==> src/rtl/banco_regs_pkg.sv <==
// rtl/banco_regs_pkg.sv - shared state enum and address-width helper for the register bank
package banco_regs_pkg;

  // Clear-sequencer states: LIMPA zeroes the array, OPERA serves reads and writes
  typedef enum logic {
    LIMPA = 1'b0,
    OPERA = 1'b1
  } estado_t;

  // Address width for n registers; never below one bit
  function automatic int largura_end(input int n);
    return (n <= 2) ? 1 : $clog2(n);
  endfunction

endpackage

==> src/rtl/sequenciador_limpeza.sv <==
// rtl/sequenciador_limpeza.sv - clear FSM walking cnt over every register after reset
module sequenciador_limpeza
  import banco_regs_pkg::*;
#(
  parameter int NUM_REGS = 32,
  parameter int END_W    = largura_end(NUM_REGS)
) (
  input  logic             clock,
  input  logic             reset,
  output logic [END_W-1:0] cnt,
  output logic             limpando,
  output logic             pronto
);

  localparam logic [END_W-1:0] ULTIMO = END_W'(NUM_REGS - 1);

  estado_t          r_estado;
  logic [END_W-1:0] r_cnt;
  logic             r_limpando;
  logic             r_pronto;

  // Single FSM: step cnt once per cycle in LIMPA, then park in OPERA until the next reset
  always_ff @(posedge clock) begin
    if (reset) begin
      r_estado   <= LIMPA;
      r_cnt      <= '0;
      r_limpando <= 1'b1;
      r_pronto   <= 1'b0;
    end else begin
      case (r_estado)
        LIMPA: begin
          if (r_cnt == ULTIMO) begin
            r_estado   <= OPERA;
            r_cnt      <= '0;
            r_limpando <= 1'b0;
            r_pronto   <= 1'b1;
          end else begin
            r_cnt <= r_cnt + END_W'(1);
          end
        end
        OPERA: begin
          r_limpando <= 1'b0;
          r_pronto   <= 1'b1;
        end
        default: begin
          r_estado <= LIMPA;
        end
      endcase
    end
  end

  assign cnt      = r_cnt;
  assign limpando = r_limpando;
  assign pronto   = r_pronto;

endmodule

==> src/rtl/banco_registradores_param.sv <==
// rtl/banco_registradores_param.sv - two-read one-write register bank with self-clearing and write-first reads
module banco_registradores_param
  import banco_regs_pkg::*;
#(
  parameter  int LARGURA   = 16,
  parameter  int NUM_REGS  = 32,
  parameter  int ZERO_FIXO = 1,
  localparam int END_W     = largura_end(NUM_REGS)
) (
  input  logic               clock,
  input  logic               reset,
  input  logic               RegWrite,
  input  logic [END_W-1:0]   registrador1,
  input  logic [END_W-1:0]   registrador2,
  input  logic [END_W-1:0]   registrador3,
  input  logic [LARGURA-1:0] dado_escrita,
  output logic [LARGURA-1:0] dado1,
  output logic [LARGURA-1:0] dado2,
  output logic               pronto,
  output logic               erro_escrita
);

  // One past the last valid address, one bit wider so NUM_REGS itself fits
  localparam logic [END_W:0] LIMITE = (END_W + 1)'(NUM_REGS);

  logic [LARGURA-1:0] r_mem [NUM_REGS];
  logic [LARGURA-1:0] r_dado1;
  logic [LARGURA-1:0] r_dado2;
  logic               r_erro;

  logic [END_W-1:0]   w_cnt;
  logic               w_limpando;
  logic               w_pronto;
  logic               w_valido3;
  logic               w_zero3;
  logic               w_wr_ok;
  logic [LARGURA-1:0] w_rd1;
  logic [LARGURA-1:0] w_rd2;

  sequenciador_limpeza #(
    .NUM_REGS (NUM_REGS),
    .END_W    (END_W)
  ) u_seq (
    .clock    (clock),
    .reset    (reset),
    .cnt      (w_cnt),
    .limpando (w_limpando),
    .pronto   (w_pronto)
  );

  assign w_valido3 = ({1'b0, registrador3} < LIMITE);
  assign w_zero3   = (ZERO_FIXO != 0) && (registrador3 == '0);
  assign w_wr_ok   = !reset && !w_limpando && RegWrite && w_valido3 && !w_zero3;

  // Read mux: out-of-range and pinned-zero addresses give 0, a same-cycle write wins over the array
  function automatic logic [LARGURA-1:0] ler(
    input logic [END_W-1:0]   end_rd,
    input logic [LARGURA-1:0] valor_mem
  );
    if ({1'b0, end_rd} >= LIMITE)                   return '0;
    else if ((ZERO_FIXO != 0) && (end_rd == '0))    return '0;
    else if (w_wr_ok && (end_rd == registrador3))   return dado_escrita;
    else                                            return valor_mem;
  endfunction

  // Combinational read data for both ports, registered below
  always_comb begin
    w_rd1 = '0;
    w_rd2 = '0;
    w_rd1 = ler(registrador1, r_mem[registrador1]);
    w_rd2 = ler(registrador2, r_mem[registrador2]);
  end

  // Array update: no reset here, contents are zeroed by the clear walk instead
  always_ff @(posedge clock) begin
    if (!reset) begin
      if (w_limpando) begin
        r_mem[w_cnt] <= '0;
      end else if (w_wr_ok) begin
        r_mem[registrador3] <= dado_escrita;
      end
    end
  end

  // Registered read ports, held at zero while reset or clearing
  always_ff @(posedge clock) begin
    if (reset || w_limpando) begin
      r_dado1 <= '0;
      r_dado2 <= '0;
    end else begin
      r_dado1 <= w_rd1;
      r_dado2 <= w_rd2;
    end
  end

  // Rejected-write flag: a write during clearing or to a nonexistent register
  always_ff @(posedge clock) begin
    if (reset) begin
      r_erro <= 1'b0;
    end else begin
      r_erro <= RegWrite && (w_limpando || !w_valido3);
    end
  end

  assign dado1        = r_dado1;
  assign dado2        = r_dado2;
  assign pronto       = w_pronto;
  assign erro_escrita = r_erro;

endmodule

==> config.mk <==
export PLATFORM = sky130hd
export DESIGN_NAME = banco_registradores_param
export DESIGN_NICKNAME = d
export VERILOG_FILES = /design/src/rtl/banco_regs_pkg.sv /design/src/rtl/sequenciador_limpeza.sv /design/src/rtl/banco_registradores_param.sv
export SDC_FILE = /design/constraint.sdc
export NUM_CORES = 1
export LEC_CHECK = 0
export ABC_AREA = 1
export CELL_PAD_IN_SITES_DETAIL_PLACEMENT = 0
export CELL_PAD_IN_SITES_GLOBAL_PLACEMENT = 1
export CORE_AREA = 2 2 252 254
export CTS_CLUSTER_SIZE = 8
export DETAILED_ROUTE_END_ITERATION = 6
export DIE_AREA = 0 0 254 256
export PLACE_DENSITY = 0.75
export SLEW_MARGIN = 20
export SYNTH_ARGS = -nofsm -noshare
export SYNTH_HDL_FRONTEND = slang
export SYNTH_SLANG_ARGS = --single-unit
==> constraint.sdc <==
create_clock -name clock -period 3.45 [get_ports clock]
set_clock_uncertainty 0.2 [all_clocks]
set_input_delay 0.69 -clock clock [delete_from_list [all_inputs] [get_ports clock]]
set_output_delay 0.69 -clock clock [all_outputs]
set_load 0.05 [all_outputs]
==> results.cfg <==
[layout]
multiInputGateArea_sq_mm = 0.00954
n_fill_cell = 5600
layout-drive-gt1-share_pct = 8.65
fin_nets = 3180
syn_to_final_growth_pct = 16.7
seqCellArea_sq_mm = 0.0162
antennaDiodeCount = 0
fin_area_sq_mm = 0.0326

[power_and_ir_drop]
powerDensity_mw_per_mm2 = 483
p_leak_uw = 0.0126
peakVddDrop_uv = 302

[detailed_routing]
drcViolationCount = 0
drt_first_pass_iters = 6
ant_nets = 0
viasPerCell = 5.81
dr.first_iter.drc_count = 3484
totalWireLength_um = 92300
routedWlPerCell_um = 22.9
vias = 23400

[clocking]
worstSkewPairLatency_ps = 650
cts_tree = done
ctsHtreeMaxLevel = 3
hold_buffers = 0
clk_pin_slew_ps = 50
cts_made_buffers = 79
ctsResizeCount = 0
clock_path_buffers = 3
cts_sinks = 553
clock-root-buffer = clkbuf_16
post_cts_buffers = 0

[placed_design]
dpl_cell_area_sq_mm = 0.0303
port_buffers = 67
preCtsSetupSlack_ps = 134
place.gp.congestion = 0.902
dp_hpwl_um = 59100

[grt]
grt_pass1_wl_um = 138000
grt_pass1_vias = 21700
grt_max_degree = 122
grtUsageTotal_pct = 28.4
grt-ovfl-total = 0
antenna_found_initial = 1

[floorplan]
die_y_um = 256
num_rows = 92
die_w_um = 254
initial_utilization_pct = 44.7
io_pins = 68
core_sq_mm = 0.0624
die_area_sq_mm = 0.0650

[timing]
fin_ws_ps = 722
maxSlewViolCount = 0
fin_crit_ps = 2730
worstMarginPinSlew_ps = 758
period_share_pct = 79.1
slew_headroom_pct = 49.4
setup_viol = 0
fmax_ghz = 0.367
rsz0062_at_grt = no
setup_tns_ps = 0
hold_viol_final = 0

[setup_path]
crit_path_start_kind = input pin
end_kind = flip-flop
path_max_fanout = 16
worstPathArrival_ps = 2850
crit_buf_inv = 5
cpLargestDelayFamily = buffers and inverters
critical_path.cell_chain = clkdlybuf4s50_1 -> inv_2 -> nand2_4 -> nor2_8 -> nand2_4 -> nand2_1 -> nand2_1 -> inv_1 -> nand3_1 -> buf_4 -> nor2_2 -> buf_12
required_ps = 3570
crit_slowest_cell = clkdlybuf4s50_1
critical_path_class = in2reg
critPathMaxStageDelay_ps = 430

[yosys]
ys_warn_count = 0
ys_types = 28
ys.flop_type = edfxtp_1
synth_area_per_cell_sq_um = 9.03
async_flop_share_pct = 0
synth_top_area_share_pct = 55.1
synth_area_leaders = edfxtp_1 (55%), nand2_1 (8.5%), nand3_1 (7.4%)
ys_seq_area_share_pct = 58.1
synth_seq_cells = 553
synthSimpleGateAreaFrac_pct = 19.9
synth-adder-area-share_pct = 0.0897
synthMuxAreaShare_pct = 0
synth_edf_count = 512
synth_top_family_by_area = simple AND/OR/NAND/NOR gates
synth_nets = 3124
syn_area_sq_mm = 0.0279
synthCells = 3088
synth_area_leader_cell = edfxtp_1
synthXorXnorAreaFrac_pct = 0
synth_compound_area_share_pct = 13.9

[run]
drv_cap = 0

[hold_path]
hp-class = reg2reg

[run_status]
status = completed
==> per-stage QoR <==
step	util, %	std cells	power [uW]	hold slack [ps]
6_report	52.2	4026	15700	285
4_1_cts	52.2	4026	15800	290
3_3_place_gp	48.6	3909	8760	263
3_5_place_dp	48.6	3909	8780	272
5_1_grt	52.2	4026	16200	342
2_1_floorplan	-	3088	8240	266
==> sequential cells by signal (all words and copies together) (netlist names) <==
name	cells
u_seq.pronto	1
dado1	16
u_seq.cnt	5
r_mem	512
erro_escrita	1
u_seq.limpando	1
u_seq.r_estado	1
dado2	16
==> path summary, 6_finish.rpt <==
path                        from       endpoint  slack [ps]  cells after the start
setup / recovery           reset  r_mem[11][11]         720                     12
hold / removal      u_seq.pronto   u_seq.pronto         290                      2
setup reg to reg  u_seq.limpando  r_mem[11][11]         930                     11
hold reg to reg     u_seq.pronto   u_seq.pronto         290                      2
==> synth_stat cells (3+ instances only) <==
cell	number
nand2_1	635
edfxtp_1	512
nand3_1	410
inv_1	333
nor2_1	254
o211ai_1	240
o21ai_0	208
a21oi_1	202
clkbuf_1	101
buf_2	82
dfxtp_1	41
buf_1	35
buf_6	4
nor3_1	4
clkinv_1	3
inv_2	3
nand2_2	3
nand3_2	3
nand3b_1	3
==> layout make-up <==
class                   instances  share of cell area [%]
clock buffers                 109                    6.45
clock inverters                 8                   0.296
inverters                     339                    3.91
multi-input cells            1973                    29.3
flip-flops and latches        553                    49.8
well taps                     846                    3.25
repair buffers                198                    7.03
==> routing by layer <==
metal | part of all wire, % | global-route usage, % | vias up
met5 | 0.014 | 0 | -
met4 | 2.7 | 8.95 | 2
met3 | 11 | 6.01 | 132
met2 | 43 | 40.8 | 1404
met1 | 43 | 42.7 | 11100
li1 | - | - | 10700
==> power breakdown <==
part           internal, uW  leakage [uW]  switching (uW)
Sequential             7280       0.00444            18.5
Clock                  4190       0.00106            2850
Combinational           418       0.00713             977
==> layout by cell type (no fill, tap or decap), types with 61 or more instances in the layout <==
cell             count
a21oi_1            202
buf_4               83
clkbuf_16           79
clkdlybuf4s50_1     61
edfxtp_1           512
inv_1              331
nand2_1            635
nand3_1            410
nor2_1             221
o211ai_1           240
o21ai_0            208
==> worst reg2reg max path, cell delays in order, from the launching register on <==
cell and delay, ps:
dfxtp_1 300, inv_2 90, nand2_4 80, nor2_8 160, nand2_4 150, nand2_1 140, nand2_1 160, inv_1 170
nand3_1 130, buf_4 200, nor2_2 230, buf_12 200
==> logic make-up after synthesis <==
| logic type | count (synthesis) |
|---|---|
| AND/OR/NAND/NOR | 1318 |
| AO/OA/AOI/OAI | 653 |
| buffers and inverters | 562 |
| flip-flops | 553 |
| adder cells (fa/ha/maj) | 2 |
No activity file was read; power rests on OpenSTA's default activity.
